==> src/rtl/logic_unit_pipe_pkg.sv <==
// Shared definitions for the logic unit pipeline: op codes, payload layout and
// the output-stage state encoding.
package logic_unit_pipe_pkg;

  localparam int OP_W = 3;

  localparam logic [OP_W-1:0] OP_AND  = 3'd0;
  localparam logic [OP_W-1:0] OP_OR   = 3'd1;
  localparam logic [OP_W-1:0] OP_XOR  = 3'd2;
  localparam logic [OP_W-1:0] OP_NAND = 3'd3;
  localparam logic [OP_W-1:0] OP_NOR  = 3'd4;
  localparam logic [OP_W-1:0] OP_XNOR = 3'd5;
  localparam logic [OP_W-1:0] OP_NOT  = 3'd6;
  localparam logic [OP_W-1:0] OP_PASS = 3'd7;

  // Number of flag bits carried alongside the result: {par, ones, zero}.
  localparam int FLAG_W = 3;

  // Encoding is {OUT.full, SKID.full}; 2'b01 is unreachable.
  typedef enum logic [1:0] {
    ST_EMPTY = 2'b00,
    ST_BUSY  = 2'b10,
    ST_FULL  = 2'b11
  } buf_state_e;

endpackage

==> src/rtl/logic_unit_pipe_skid_buffer.sv <==
// Two-entry output stage: an output register plus one skid register, with a
// registered in_ready so the upstream path is cut at this boundary.
module skid_buffer
  import logic_unit_pipe_pkg::*;
#(
  parameter int W = 11
) (
  input  logic         clk,
  input  logic         rst_n,
  input  logic         in_valid,
  output logic         in_ready,
  input  logic [W-1:0] in_data,
  output logic         out_valid,
  input  logic         out_ready,
  output logic [W-1:0] out_data,
  output buf_state_e   state
);

  buf_state_e   state_q, state_d;
  logic         in_ready_q;
  logic [W-1:0] out_q;
  logic [W-1:0] skid_q;
  logic         accept;
  logic         drain;
  logic         load_out;
  logic         load_skid;
  logic         skid_to_out;

  assign accept = in_valid & in_ready_q;
  assign drain  = (state_q != ST_EMPTY) & out_ready;

  always_comb begin
    state_d     = state_q;
    load_out    = 1'b0;
    load_skid   = 1'b0;
    skid_to_out = 1'b0;
    case (state_q)
      ST_EMPTY: begin
        if (accept) begin
          state_d  = ST_BUSY;
          load_out = 1'b1;
        end
      end
      ST_BUSY: begin
        if (accept && drain) begin
          load_out = 1'b1;
        end else if (accept) begin
          state_d   = ST_FULL;
          load_skid = 1'b1;
        end else if (drain) begin
          state_d = ST_EMPTY;
        end
      end
      ST_FULL: begin
        // in_ready is low here, so only the drain side can move.
        if (drain) begin
          state_d     = ST_BUSY;
          skid_to_out = 1'b1;
        end
      end
      default: state_d = ST_EMPTY;
    endcase
  end

  always_ff @(posedge clk or negedge rst_n) begin
    if (!rst_n) begin
      state_q    <= ST_EMPTY;
      in_ready_q <= 1'b0;
      out_q      <= '0;
      skid_q     <= '0;
    end else begin
      state_q    <= state_d;
      in_ready_q <= (state_d != ST_FULL);
      if (load_out) begin
        out_q <= in_data;
      end else if (skid_to_out) begin
        out_q <= skid_q;
      end
      if (load_skid) begin
        skid_q <= in_data;
      end
    end
  end

  assign in_ready  = in_ready_q;
  assign out_valid = (state_q != ST_EMPTY);
  assign out_data  = out_q;
  assign state     = state_q;

endmodule

==> src/rtl/logic_unit_pipe.sv <==
// WIDTH-bit, 8-operation bitwise logic unit with a registered, skid-buffered
// output stage, registered reduction flags and a completed-transaction counter.
//
// Handshake: a beat transfers on a rising edge where valid & ready are both 1.
// valid never waits on ready; once out_valid is high, out_y and the flags hold
// until the transfer; in_ready depends only on registered state.
module logic_unit_pipe
  import logic_unit_pipe_pkg::*;
#(
  parameter int WIDTH   = 8,
  parameter int COUNT_W = 16
) (
  input  logic               clk,
  input  logic               rst_n,
  input  logic               in_valid,
  output logic               in_ready,
  input  logic [OP_W-1:0]    in_op,
  input  logic [WIDTH-1:0]   in_a,
  input  logic [WIDTH-1:0]   in_b,
  output logic               out_valid,
  input  logic               out_ready,
  output logic [WIDTH-1:0]   out_y,
  output logic               out_zero,
  output logic               out_ones,
  output logic               out_par,
  output logic [COUNT_W-1:0] txn_count,
  output buf_state_e         dbg_state
);

  localparam int PW = WIDTH + FLAG_W;

  logic [WIDTH-1:0]   y;
  logic [PW-1:0]      in_payload;
  logic [PW-1:0]      out_payload;
  logic [COUNT_W-1:0] txn_q;

  always_comb begin
    y = '0;
    case (in_op)
      OP_AND:  y = in_a & in_b;
      OP_OR:   y = in_a | in_b;
      OP_XOR:  y = in_a ^ in_b;
      OP_NAND: y = ~(in_a & in_b);
      OP_NOR:  y = ~(in_a | in_b);
      OP_XNOR: y = ~(in_a ^ in_b);
      OP_NOT:  y = ~in_a;
      OP_PASS: y = in_a;
      default: y = '0;
    endcase
  end

  // Flags are computed before the register so they travel with their result.
  assign in_payload = {^y, &y, ~|y, y};

  skid_buffer #(
    .W (PW)
  ) u_skid (
    .clk       (clk),
    .rst_n     (rst_n),
    .in_valid  (in_valid),
    .in_ready  (in_ready),
    .in_data   (in_payload),
    .out_valid (out_valid),
    .out_ready (out_ready),
    .out_data  (out_payload),
    .state     (dbg_state)
  );

  assign out_y    = out_payload[WIDTH-1:0];
  assign out_zero = out_payload[WIDTH];
  assign out_ones = out_payload[WIDTH+1];
  assign out_par  = out_payload[WIDTH+2];

  always_ff @(posedge clk or negedge rst_n) begin
    if (!rst_n) begin
      txn_q <= '0;
    end else if (out_valid && out_ready) begin
      txn_q <= txn_q + COUNT_W'(1);
    end
  end

  assign txn_count = txn_q;

endmodule

==> config.mk <==
export PLATFORM = sky130hd
export DESIGN_NAME = logic_unit_pipe
export DESIGN_NICKNAME = d
export VERILOG_FILES = /design/src/rtl/logic_unit_pipe_pkg.sv /design/src/rtl/logic_unit_pipe_skid_buffer.sv /design/src/rtl/logic_unit_pipe.sv
export SDC_FILE = /design/constraint.sdc
export NUM_CORES = 1
export LEC_CHECK = 0
export CORE_UTILIZATION = 45
export DETAILED_ROUTE_END_ITERATION = 6
export PLACE_DENSITY = 0.73
export SYNTH_ARGS = -nofsm -noshare
export SYNTH_HDL_FRONTEND = slang
export SYNTH_SLANG_ARGS = --single-unit
==> constraint.sdc <==
create_clock -name clk -period 1.4 [get_ports clk]
set_input_delay 0.28 -clock clk [delete_from_list [all_inputs] [get_ports clk]]
set_output_delay 0.28 -clock clk [all_outputs]
set_load 0.005 [all_outputs]
# After elaboration in Yosys (flattened, before gate mapping)
# Index checks and enable logic that the tools add are counted.
# totals
regBits	41
inputBits	23
wordCells	51
# classes
addsub	1
eq_ne	10
mux	16
bitwise	9
reduce_logical	10
# op_table
cell	n
case mux 8 bit (8 select lines)	1
inverter 8 bit	4
two-way mux 11 bit	2
adder 16 x 1 -> 16 bit, second input constant	1
== test 3 bit, second input constant	4
two-way mux 2 bit	5
AND 8 bit	1
bitwise OR 8 bit	1
AND reduction 8 bit	1
OR reduction 8 bit	1
parity 8 bit	1
XOR 8 bit	1
== test 3 x 2 -> 1 bit, second input constant	2
two-way mux 1 bit	6
case mux 2 bit (3 select lines)	1
== test 2 bit, second input constant	2
nonzero test 2 bit	2
== test 3 x 1 -> 1 bit, second input constant	1
logical NOT 3 bit	1
AND 1 bit	2
logical AND 1 bit	2
logical NOT 2 bit	1
inequality test 2 bit, second input constant	1
case mux 1 bit (2 select lines)	1
logical NOT 1 bit	1

# Logic depth before layout (Yosys ltp)
# Gate-level depths: netlist (run 1).
# logic_depth
depth_word	7
ltp_mapped	12
mapped_depth_nobuf	11

# By module
# A second synthesis (run 1) with hierarchy kept.
# hier_totals
cells_unflattened	282
hier_area_um2	2857.7
# modules_own_cells
module	n_inst	cells_per_inst	area_per_inst_um2	seq_area_each_um2
logic_unit_pipe	1	206	1810.5	400.4
skid_buffer	1	76	1047.3	625.6

# Worst setup path before layout (run 1)
# Ideal clock, no wire load.
# synth_timing
path_type	input to register
start	input port in_a[1]
end	register u_skid.skid_q[10]
arrival_time_ns	1.979
required_time_ns	1.264
slack_ns	-0.714
path_stages	10
path_buffers	0
cell_sequence	inv_1 ha_1 or3b_2 a21oi_1 a31oi_1 o21ai_2 ha_1 xnor2_1 xnor2_1 o21ai_0
# synth_between
elab_chain_cells	4
elab_cells_between_ends	9
# synth_lines
item	line_no	source
start, declared	logic_unit_pipe.sv:18	input logic [WIDTH-1:0] in_a,
XOR 8 bit (tied with other cells)	logic_unit_pipe.sv:42, logic_unit_pipe.sv:45	
inverter 8 bit (on tied branches)	logic_unit_pipe.sv:45, logic_unit_pipe.sv:43, logic_unit_pipe.sv:44	
case mux 8 bit (8 select lines) (*)	logic_unit_pipe.sv:39	case (in_op)
parity 8 bit (*)	logic_unit_pipe.sv:53	assign in_payload = {^y, &y, ~|y, y};
end signal, assigned	logic_unit_pipe_skid_buffer.sv:80	skid_q <= in_data;
end, declared	logic_unit_pipe_skid_buffer.sv:22	logic [W-1:0] skid_q;
# Mark *: on every way between the ends. The rest lies on a longest branch, timed or not.
# A chain may end at the register's enable or synchronous reset.

# Worst setup path after layout (run 1)
# layout_timing
start	input port in_a[0]
end	register u_skid.skid_q[10]
# layout_between
elab_chain_cells	4
elab_cells_between_ends	9
# layout_lines
item	line_no	source
XOR 8 bit (tied with other cells)	logic_unit_pipe.sv:42, logic_unit_pipe.sv:45	
inverter 8 bit (on tied branches)	logic_unit_pipe.sv:45, logic_unit_pipe.sv:43, logic_unit_pipe.sv:44	
case mux 8 bit (8 select lines) (*)	logic_unit_pipe.sv:39	
via in_payload[0]	logic_unit_pipe.sv:33	logic [PW-1:0] in_payload;
parity 8 bit (*)	logic_unit_pipe.sv:53	
# The timed path passes the listed nets; every way through them passes the cells marked *.

==> results.md, run 1 <==
- Status: finished with violations
- Failing checks: design-rule violations, negative setup slack
- Top Ports: 54
- Placer Congestion: 0.801
- DIE AREA: 6660 µm²
- Warnings, synthesis: 0
- Die Width: 81.6 µm
- CTS root buf: clkbuf_8
- Total CTS buffers: 5
- Final std cells w/o fill: 552
- Wire length of the first global-routing pass: about 16 mm
- Overall routed net length: approximately 13 mm
- Maximum number of buffers from clock root to sink: 2
- Final clock period utilization by the worst path: 1.49
- Category of cells accounting for the largest share of critical-path delay: compound AO/OA/AOI/OAI gates
- Gate count after technology mapping: 318
- Global-route usage over all layers: 0.326
- Depth of the most critical reg-to-reg path: 6
- Number of nets at the end of the flow: 525
- Biggest area consumer among synthesized cells: dfrtp_1
- Initial antenna violation count: 0
- Number of endpoints with negative hold slack in the final report: 0
- Launch point of the worst reg-to-reg path: u_skid.state[0]
- Sequential cell area fraction in the yosys report: 0.360
- #FFs+latches synth: 41
- Leading register cell type out of synthesis: dfrtp_1
- Number of distinct library cells after synthesis: 53
- Relative max-transition margin: 0.663
- Number of enable-type register cells in the synthesized netlist: 0
- DPL Wire Length: 5.20 mm
- Number of cells in the design after placement: between 400 and 500
- Final total negative setup slack: -7.15 ns
- Type of element launching the critical path: input port
- Fraction of registers with async set/reset: 1.00
- Share of final-layout standard cells stronger than drive strength 1: 0.568
- Largest incremental delay on the critical path: roughly 0.31 ns
- Pwr/cell area: 1080 nW/µm²
- Final clock skew: 0.00524 ns
- Leading post-synthesis cells by cell area: dfrtp_1, ha_1, nand2_1
- Area of the mapped netlist: 2850 µm²
- Latest clock arrival within the worst-skew pair: about 0.30 ns
- Type of the most critical hold path: in2async
- Drt drc: 1
- Critical path's slowest cell: ha_4
- Starting density of the core: 0.473
- Slew Limit Fails: 0
- Worst Setup Slack, final: -0.684 ns
- WS Path Type: in2reg
- TritonCTS clock tree: done
- Top cell types by occurrence after synthesis: nand2_1, dfrtp_1, inv_1
- Area growth from synthesis to final layout: 82.1%
- CP max FO: 2
- Static Leakage: 2.47 nW
- Unrepaired setup endpoints after global routing: true
- Standard-cell row count: 28
- Total via count in the routed design: about 3400
- Post-placement worst setup slack: -1.22 ns
- Final core utilization: 0.862
- First DRT Iteration DRCs: 293
- Minimum clock period: 2.08 ns
- Reg2Reg Capture Point: u_skid.skid_q[10]
- Crit-path cells: buf_6, inv_2, ha_4, mux2_4, o22ai_2, a221oi_2, inv_2, ha_4, xnor2_4, xnor2_2, o21ai_2
- Area share of the largest cell type after synthesis: 0.360
- Worst Tran Pin Value: 0.501 ns
- Worst hold slack: 0.428 ns
- Antenna Diode Count: 0
- Minimum setup slack among reg-to-reg paths: -0.29 ns
- Cell with the most instances after synthesis: nand2_1
- DIE HEIGHT: slightly above 80 µm
- Net count of the mapped netlist: 366
- Sum of overflow across all layers after global routing: 0
- Sink Count: just over 40
- Mapped Avg Cell Area: roughly 9.0 µm²
- Number of buffers added on ports: 53
- Endpoints failing setup: 34
- Total core area: 6030 µm²
- H-tree Lvls: 2
- Number of global-route vias before repair: 3275
- Count of max-cap constraint violations: 0
- Maximum number of pins on one net before global-route repair: 29
- Worst endpoint required time: 1.59 ns
- Number of optimization iterations in the first detailed-route pass: 7
- Fmax: 480 MHz
- Via-per-instance ratio: a little over 6
- Critical path buffers and inverters: 3
- Arrival time of the worst setup path: between 2 and 2.5 ns
- Max VDD drop: a little under 1000 µV
- Count of antenna-violating nets left after detailed routing: 0
- Worst-path clk slew: roughly 0.090 ns
- Routed len/inst: approximately 24 µm
- Critical Path Sink Type: register
power by group:
group	leakage, nW	total, mW	switching [mW]	internal [mW]
Combinational	1.91	3.05	1.48	1.57
Clock	0.0433	0.843	0.453	0.391
Sequential	0.519	1.74	0.260	1.48
worst reg2reg max path: stages (launching register included):
cell and delay (ns):
dfrtp_1 0.42, buf_6 0.14, buf_4 0.17, nor2_4 0.26, nand2_8 0.12, clkbuf_16 0.19
o21ai_2 0.28
kinds of logic after synthesis:
logic type	after synthesis	share of synthesized area
simple gates	101	0.177
compound gates	75	0.179
buf+inv	47	0.0785
flops	41	0.360
fa+ha+maj	25	0.110
xor+xnor	19	0.0583
mux	10	0.0373
worst max path at each step:
stage                     startpoint                   to  slack (ns)  depth (start not counted)
after floorplan              in_a[5]  u_skid.out_data[10]       -0.57                          9
after CTS                    in_a[1]  u_skid.out_data[10]       -0.43                         11
final                        in_a[0]    u_skid.skid_q[10]       -0.68                         11
after global placement       in_b[1]  u_skid.out_data[10]       -1.13                         11
after detailed placement     in_a[4]  u_skid.out_data[10]       -1.22                         10
after global routing        in_op[1]    u_skid.skid_q[10]       -0.99                         10
layer usage:
layer | vias up | wire length, µm | global-route usage | share of wire
li1 | 1414 | - | - | -
met1 | 1634 | 4650 | 0.351 | 0.35
met2 | 261 | 6250 | 0.587 | 0.47
met3 | 115 | 1250 | 0.0678 | 0.094
met4 | 0 | 1220 | 0.188 | 0.091
met5 | - | 0 | 0 | 0
timing repair:
| action | in CTS | in global routing |
|---|---|---|
| hold endpoints to repair | 13 | 0 |
| pin swaps | 58 | 42 |
| hold buffers | 1 | 0 |
| cloned | 3 | 2 |
| resized for setup | 239 | 73 |
| setup endpoints to repair | 64 | 39 |
| buffers inserted | 45 | 10 |
sequential cells by signal (all words and copies together) (netlist names):
| register | flops |
|---|---|
| txn_count | 16 |
| u_skid.in_ready | 1 |
| u_skid.out_data | 11 |
| u_skid.skid_q | 11 |
| u_skid.state | 2 |
cell usage in the layout (no fill, tap or decap), types with 6 or more instances in the layout:
cell type      Yosys  routed
dfrtp_1           41      41
a21oi_1           13       6
nand2_2            0       6
buf_4              2      82
inv_1             28       8
o21ai_1            5       8
o21ai_0           22      10
nand4_1            6       6
xnor2_1           15      11
nand2_1           45      33
a21oi_2            1       8
buf_6              4      32
inv_2              3      18
buf_2              7       7
ha_4               0      19
clkbuf_8           0       6
dlygate4sd2_1      0      27
nor2_1            13       7
o21ai_2            1       9
per-stage QoR:
step / total power, mW / instance area [µm²]
2_1_floorplan: 2.55 / 2940
3_3_place_gp: 3.39 / 3870
3_5_place_dp: 3.48 / 3870
4_1_cts: 4.79 / 4790
5_1_grt: 5.86 / 5190
6_report: 5.63 / 5190
layout make-up:
type	count	area [µm²]
multi-input combinational	231	2290
fill	261	832
clock inverter	1	7.51
tap	75	93.8
timing repair buffer	167	1570
clock buffer	6	82.6
sequential	41	1030
inverter	31	129
No activity file was read; power rests on OpenSTA's default activity.
==> inputs of run 2 (changes only) <==
--- a/config.mk
+++ b/config.mk
@@ -5,6 +5,7 @@
 export SDC_FILE = /design/constraint.sdc
 export NUM_CORES = 1
 export LEC_CHECK = 0
+export ABC_CLOCK_PERIOD_IN_PS = 1400
 export CORE_UTILIZATION = 45
 export DETAILED_ROUTE_END_ITERATION = 6
 export PLACE_DENSITY = 0.73
==> constraint.sdc (replaced) <==
create_clock -name clk -period 1.4 [get_ports clk]
set_input_delay 0.28 -clock clk [delete_from_list [all_inputs] [get_ports clk]]
set_output_delay 0.28 -clock clk [all_outputs]
set_load 0.1 [all_outputs]
==> run 2 against run 1 <==
Against the previous run:
- the flow finishes with violations (negative setup slack)
- non-clock buffer count is 20 lower
- total power up 36%
- hold slack got worse by 0.020 ns
- wire length grew 0.45%
- setup slack better by 0.065 ns
- combinational power up 62%
- sequential share of layout area is 0.33 points lower
- cell count decreased by 3.4%
- die area unchanged
- maximum frequency increased by 3.2%
- critical path type unchanged
- largest cell class unchanged
- largest power group unchanged
==> results.md, run 2 (same netlist as run 1, synthesis figures left out) <==
- Status: finished with violations
- Failing checks: negative setup slack
- Antenna Diode Count: 0
- Sink Count: 41
- Endpoints failing setup: 34
- Number of buffers added on ports: 53
- CTS root buf: clkbuf_8
- Final total negative setup slack: -7.95 ns
- DIE AREA: 6660 µm²
- Share of final-layout standard cells stronger than drive strength 1: 0.666
- Worst Setup Slack, final: -0.619 ns
- First DRT Iteration DRCs: a little over 300
- Number of nets at the end of the flow: 505
- Number of optimization iterations in the first detailed-route pass: 5
- Arrival time of the worst setup path: 2.19 ns
- Worst Tran Pin Value: roughly 0.67 ns
- Maximum number of buffers from clock root to sink: 2
- Fmax: just under 500 MHz
- Relative max-transition margin: 0.551
- Type of element launching the critical path: input port
- Global-route usage over all layers: 0.313
- Critical Path Sink Type: register
- Die Width: 81.6 µm
- Worst-path clk slew: 0.08 ns
- Initial antenna violation count: 0
- Slew Limit Fails: 0
- Type of the most critical hold path: in2async
- Latest clock arrival within the worst-skew pair: ~0.30 ns
- Most common cell after layout, fill and taps aside: buf_6
- Via-per-instance ratio: 6.32
- H-tree Lvls: 2
- Flip-flop count of the largest register after layout: 16
- Routed len/inst: 25.2 µm
- Final clock period utilization by the worst path: 1.44
- Top Ports: 54
- Number of endpoints with negative hold slack in the final report: 0
- DPL Wire Length: between 5 and 6 mm
- Count of max-cap constraint violations: 0
- Worst endpoint required time: about 1.6 ns
- CP max FO: 4
- Post-placement worst setup slack: -1.28 ns
- Max VDD drop: just under 2000 µV
- Area growth from synthesis to final layout: 93.6%
- Starting density of the core: 0.473
- WS Path Type: in2reg
- Top library cells by usage in the layout, fill and taps aside: buf_6, buf_4, nand2_1
- Drt drc: 0
- Number of global-route vias before repair: between 3000 and 4000
- Unrepaired setup endpoints after global routing: true
- Total CTS buffers: 5
- DIE HEIGHT: just over 80 µm
- Placer Congestion: between 0.8 and 0.9
- Standard-cell row count: 28
- Minimum clock period: 2.02 ns
- Total core area: about 6000 µm²
- Static Leakage: 2.45 nW
- Pwr/cell area: 1390 nW/µm²
- Count of antenna-violating nets left after detailed routing: 0
- TritonCTS clock tree: done
- Overall routed net length: 13.4 mm
- Wire length of the first global-routing pass: 15.4 mm
- Total via count in the routed design: 3367
- Sum of overflow across all layers after global routing: 0
- Maximum number of pins on one net before global-route repair: 28
- Final clock skew: roughly 0.0046 ns
==> run 2: through the flow <==
| stage | hold slack [ns] | std cells | power (mW) | cell area [µm²] | util |
|---|---|---|---|---|---|
| final | 0.408 | 533 | 7.68 | 5520 | 0.916 |
| after floorplan | -0.0156 | 318 | 4.15 | 3110 | - |
| after global placement | 0.212 | 493 | 5.59 | 4380 | 0.727 |
| after global routing | 0.458 | 533 | 7.87 | 5520 | 0.916 |
| after detailed placement | 0.214 | 493 | 5.70 | 4380 | 0.727 |
| after CTS | 0.421 | 524 | 6.98 | 5100 | 0.846 |
==> run 2: timing repair <==
action / in CTS / in global routing
hold buffers: 1 / 0
pin swaps: 60 / 47
endpoints found under the setup margin: 30 / 44
buffers inserted: 23 / 8
resized for setup: 202 / 77
cloned: 3 / 2
endpoints found under the hold margin: 14 / 0
==> run 2: routing by layer <==
layer,GRT usage,part of all wire
met1,0.329,0.33
met2,0.574,0.51
met3,0.0633,0.074
met4,0.181,0.086
met5,0,0
==> run 2: path summary, 6_finish.rpt <==
| path | startpoint | to | slack [ns] | depth (start not counted) |
|---|---|---|---|---|
| max in group asynchronous | rst_n | txn_count[13] | 0.52 | 3 |
| worst min-delay path | rst_n | u_skid.out_data[5] | 0.41 | 2 |
| min in group clk | u_skid.skid_q[9] | u_skid.skid_q[9] | 0.54 | 2 |
| worst max-delay path | in_b[7] | u_skid.out_data[9] | -0.62 | 12 |
| worst max register to register | u_skid.state[0] | txn_count[11] | -0.30 | 8 |
| worst min register to register | u_skid.skid_q[9] | u_skid.skid_q[9] | 0.54 | 2 |
==> run 2: area by class of cell <==
type	count	area (µm²)
multi-input cells	231	2290
clock inverters	2	13.8
well taps	75	93.8
repair buffers	147	1830
clock buffers	6	82.6
fillers	201	504
inverters	31	136
flip-flops and latches	41	1070
==> run 2: worst max-delay path, stage by stage <==
cell and delay [ns]:
buf_8 0.08, inv_4 0.03, ha_4 0.25, a21oi_2 0.17, nor3_2 0.06, a311oi_2 0.35, a21oi_2 0.10, buf_4 0.16
ha_1 0.17, nand4_1 0.14, nor2_1 0.07, a221o_1 0.32
==> run 2: report_power, final <==
| part | switching, mW | internal (mW) | leakage (nW) |
|---|---|---|---|
| Sequential | 0.364 | 1.53 | 0.494 |
| Combinational | 2.89 | 2.04 | 1.90 |
| Clock | 0.454 | 0.400 | 0.0512 |
| Total | 3.71 | 3.97 | 2.45 |
==> inputs of run 3 (changes only) <==
--- a/config.mk
+++ b/config.mk
@@ -5,10 +5,11 @@
 export SDC_FILE = /design/constraint.sdc
 export NUM_CORES = 1
 export LEC_CHECK = 0
-export ABC_CLOCK_PERIOD_IN_PS = 1400
+export ABC_CLOCK_PERIOD_IN_PS = 1800
 export CORE_UTILIZATION = 45
 export DETAILED_ROUTE_END_ITERATION = 6
 export PLACE_DENSITY = 0.73
+export SLEW_MARGIN = 0
 export SYNTH_ARGS = -nofsm -noshare
 export SYNTH_HDL_FRONTEND = slang
 export SYNTH_SLANG_ARGS = --single-unit
==> constraint.sdc (replaced) <==
create_clock -name clk -period 1.8 [get_ports clk]
set_input_delay 0.36 -clock clk [delete_from_list [all_inputs] [get_ports clk]]
set_output_delay 0.36 -clock clk [all_outputs]
set_load 0.1 [all_outputs]
==> run 3 against run 2 <==
Against the previous run:
- the run still ends with negative setup slack left
- register-to-register slack improved by 0.34 ns
- total power is 29% lower
- critical path depth decreased by 1
- wire length decreased by 23%
- clock power down 7.0%
- non-clock buffer count decreased by 31
- sequential share of layout area rose by 2.0 points
- utilization decreased by 11 points
- largest cell class unchanged
- largest power group unchanged
==> results.md, run 3 (same netlist as run 1, synthesis figures left out) <==
- Endpoints failing setup: 5
- First DRT Iteration DRCs: 306
- Critical path's slowest cell: a221o_1
- Minimum setup slack among reg-to-reg paths: 0.04 ns
- Critical Path Sink Type: register
- Flip-flop count of the largest register after layout: 16
- Most common cell after layout, fill and taps aside: buf_4
- Maximum number of pins on one net before global-route repair: 27
- Worst-path clk slew: 0.09 ns
- Psw: 2.55 mW
- Status: finished with violations
- Wire length of the first global-routing pass: 13.7 mm
- Top library cells by usage in the layout, fill and taps aside: buf_4, nand2_1, buf_12
- Critical path buffers and inverters: 3
- Max VDD drop: 1560 µV
- Startpoint of the worst hold path: u_skid.skid_q[1]
- Initial antenna violation count: 0
- Depth of the most critical reg-to-reg path: 4
- Minimum clock period: 2.06 ns
- Number of cells in the design after placement: 476
- Fmax: 486 MHz
- Number of global-route vias before repair: 2875
- Starting density of the core: 0.473
- Relative max-transition margin: 0.672
- Total core area: 6030 µm²
- Reg2Reg Capture Point: u_skid.out_data[10]
- Sum of overflow across all layers after global routing: 0
- DPL Wire Length: 5.35 mm
- Arrival time of the worst setup path: 2.24 ns
- Type of the most critical hold path: reg2reg
- Maximum number of buffers from clock root to sink: 2
- Overall routed net length: roughly 10 mm
- DIE AREA: 6660 µm²
- CP max FO: 3
- Largest incremental delay on the critical path: 0.31 ns
- WS Path Type: in2reg
- Drt drc: 0
- Placer Congestion: approximately 0.78
- Standard-cell row count: 28
- Routed len/inst: 20.7 µm
- Slew Limit Fails: 0
- Sink Count: 41
- Crit-path cells: buf_6, buf_6, ha_4, mux2_4, o22ai_2, a221o_1, inv_1, ha_2, nand4_1, nor2_1, a221o_1
- Share of total power in the clock network: 0.146
- Sequential share of power: 0.271
- Die Width: 81.6 µm
- Area growth from synthesis to final layout: 71.2%
- Category of cells accounting for the largest share of critical-path delay: compound AO/OA/AOI/OAI gates
- CTS root buf: clkbuf_8
- Sum of internal, switching and leakage power: 5.44 mW
- Failing checks: negative setup slack
- Worst Tran Pin Value: 0.492 ns
- Worst Setup Slack, final: -0.256 ns
- Total CTS buffers: 5
- Worst endpoint required time: 1.99 ns
- Worst hold slack: 0.507 ns
- Worst Hold End: u_skid.skid_q[1]
- Number of buffers added on ports: 53
- Latest clock arrival within the worst-skew pair: around 0.3 ns
- DIE HEIGHT: 81.6 µm
- Switching part of the total: 0.468
- Final clock skew: 0.00762 ns
- Internal Dissipation: 2.89 mW
- Final clock period utilization by the worst path: 1.14
- Top Ports: 54
- Number of optimization iterations in the first detailed-route pass: 5
- Static Leakage: 2.18 nW
- Count of max-cap constraint violations: 0
- Share of final-layout standard cells stronger than drive strength 1: 0.531
- Antenna Diode Count: 0
- Via-per-instance ratio: approximately 5.9
- Pwr/cell area: 1110 nW/µm²
- Number of instances on the worst hold path: 2
- Unrepaired setup endpoints after global routing: true
- Total via count in the routed design: 2952
- Final std cells w/o fill: approximately 500
- Global-route usage over all layers: 0.274
- TritonCTS clock tree: done
- Launch point of the worst reg-to-reg path: u_skid.state[0]
- Number of endpoints with negative hold slack in the final report: 0
- Type of element launching the critical path: input port
- Count of antenna-violating nets left after detailed routing: 0
- Number of nets at the end of the flow: 473
- Combinational share of power: 0.584
- H-tree Lvls: 2
## run 3: power by group through the flow
stage                     clock network (mW)  registers, mW  logic (mW)
after detailed placement                   0           1.47        2.71
final                                  0.794           1.47        3.18
after floorplan                            0           2.40       0.704
after global routing                   0.844           1.49        3.30
after CTS                              0.775           1.45        2.88
after global placement                     0           1.45        2.66
## run 3: stage by stage
step / instance area [µm²] / setup slack [ns] / TNS, ns / util
6_report: 4880 / -0.256 / -0.813 / 0.811
4_1_cts: 4590 / -0.142 / -0.370 / 0.762
3_5_place_dp: 4130 / -0.923 / -10.62 / 0.685
5_1_grt: 4880 / -0.276 / -1.08 / 0.811
3_3_place_gp: 4130 / -0.872 / -9.57 / 0.685
2_1_floorplan: 2960 / -0.251 / -1.00 / -
## run 3: area by class of cell
cell class | instances | area, µm²
flip-flops and latches | 41 | 1050
multi-input cells | 230 | 2090
fillers | 316 | 1140
inverters | 31 | 134
repair buffers | 116 | 1400
clock inverters | 1 | 30.0
clock buffers | 7 | 86.3
well taps | 75 | 93.8
## run 3: tightest hold or removal path, stage by stage (launching register included)
cell and delay, ns:
dfrtp_1 0.36, nand2_1 0.05, o21ai_0 0.06
## run 3: timing repair
| action | 4_1_cts | 5_1_grt |
|---|---|---|
| hold buffers | 1 | 0 |
| pin swaps | 36 | 33 |
| hold endpoints to repair | 15 | 0 |
| setup buffers | 10 | 4 |
| setup endpoints to repair | 19 | 9 |
| gates cloned | 1 | 2 |
| gates resized for setup | 146 | 57 |
## run 3: worst max path at each step
stage	from	to	cells past startpoint
floorplan	in_a[5]	u_skid.skid_q[10]	9
global placement	in_a[4]	u_skid.skid_q[10]	10
detailed placement	in_b[4]	u_skid.out_data[10]	10
CTS	in_a[1]	u_skid.out_data[9]	12
global route	in_a[5]	u_skid.out_data[9]	11
finish	in_a[5]	u_skid.out_data[9]	11
## run 3: layer usage
layer  routed length [µm]  vias up  track usage
met5                    0        -            0
met4                  473        0        0.119
met3                  673       43       0.0544
met2                 5430      164        0.494
met1                 3780     1435        0.312
li1                     -     1310            -
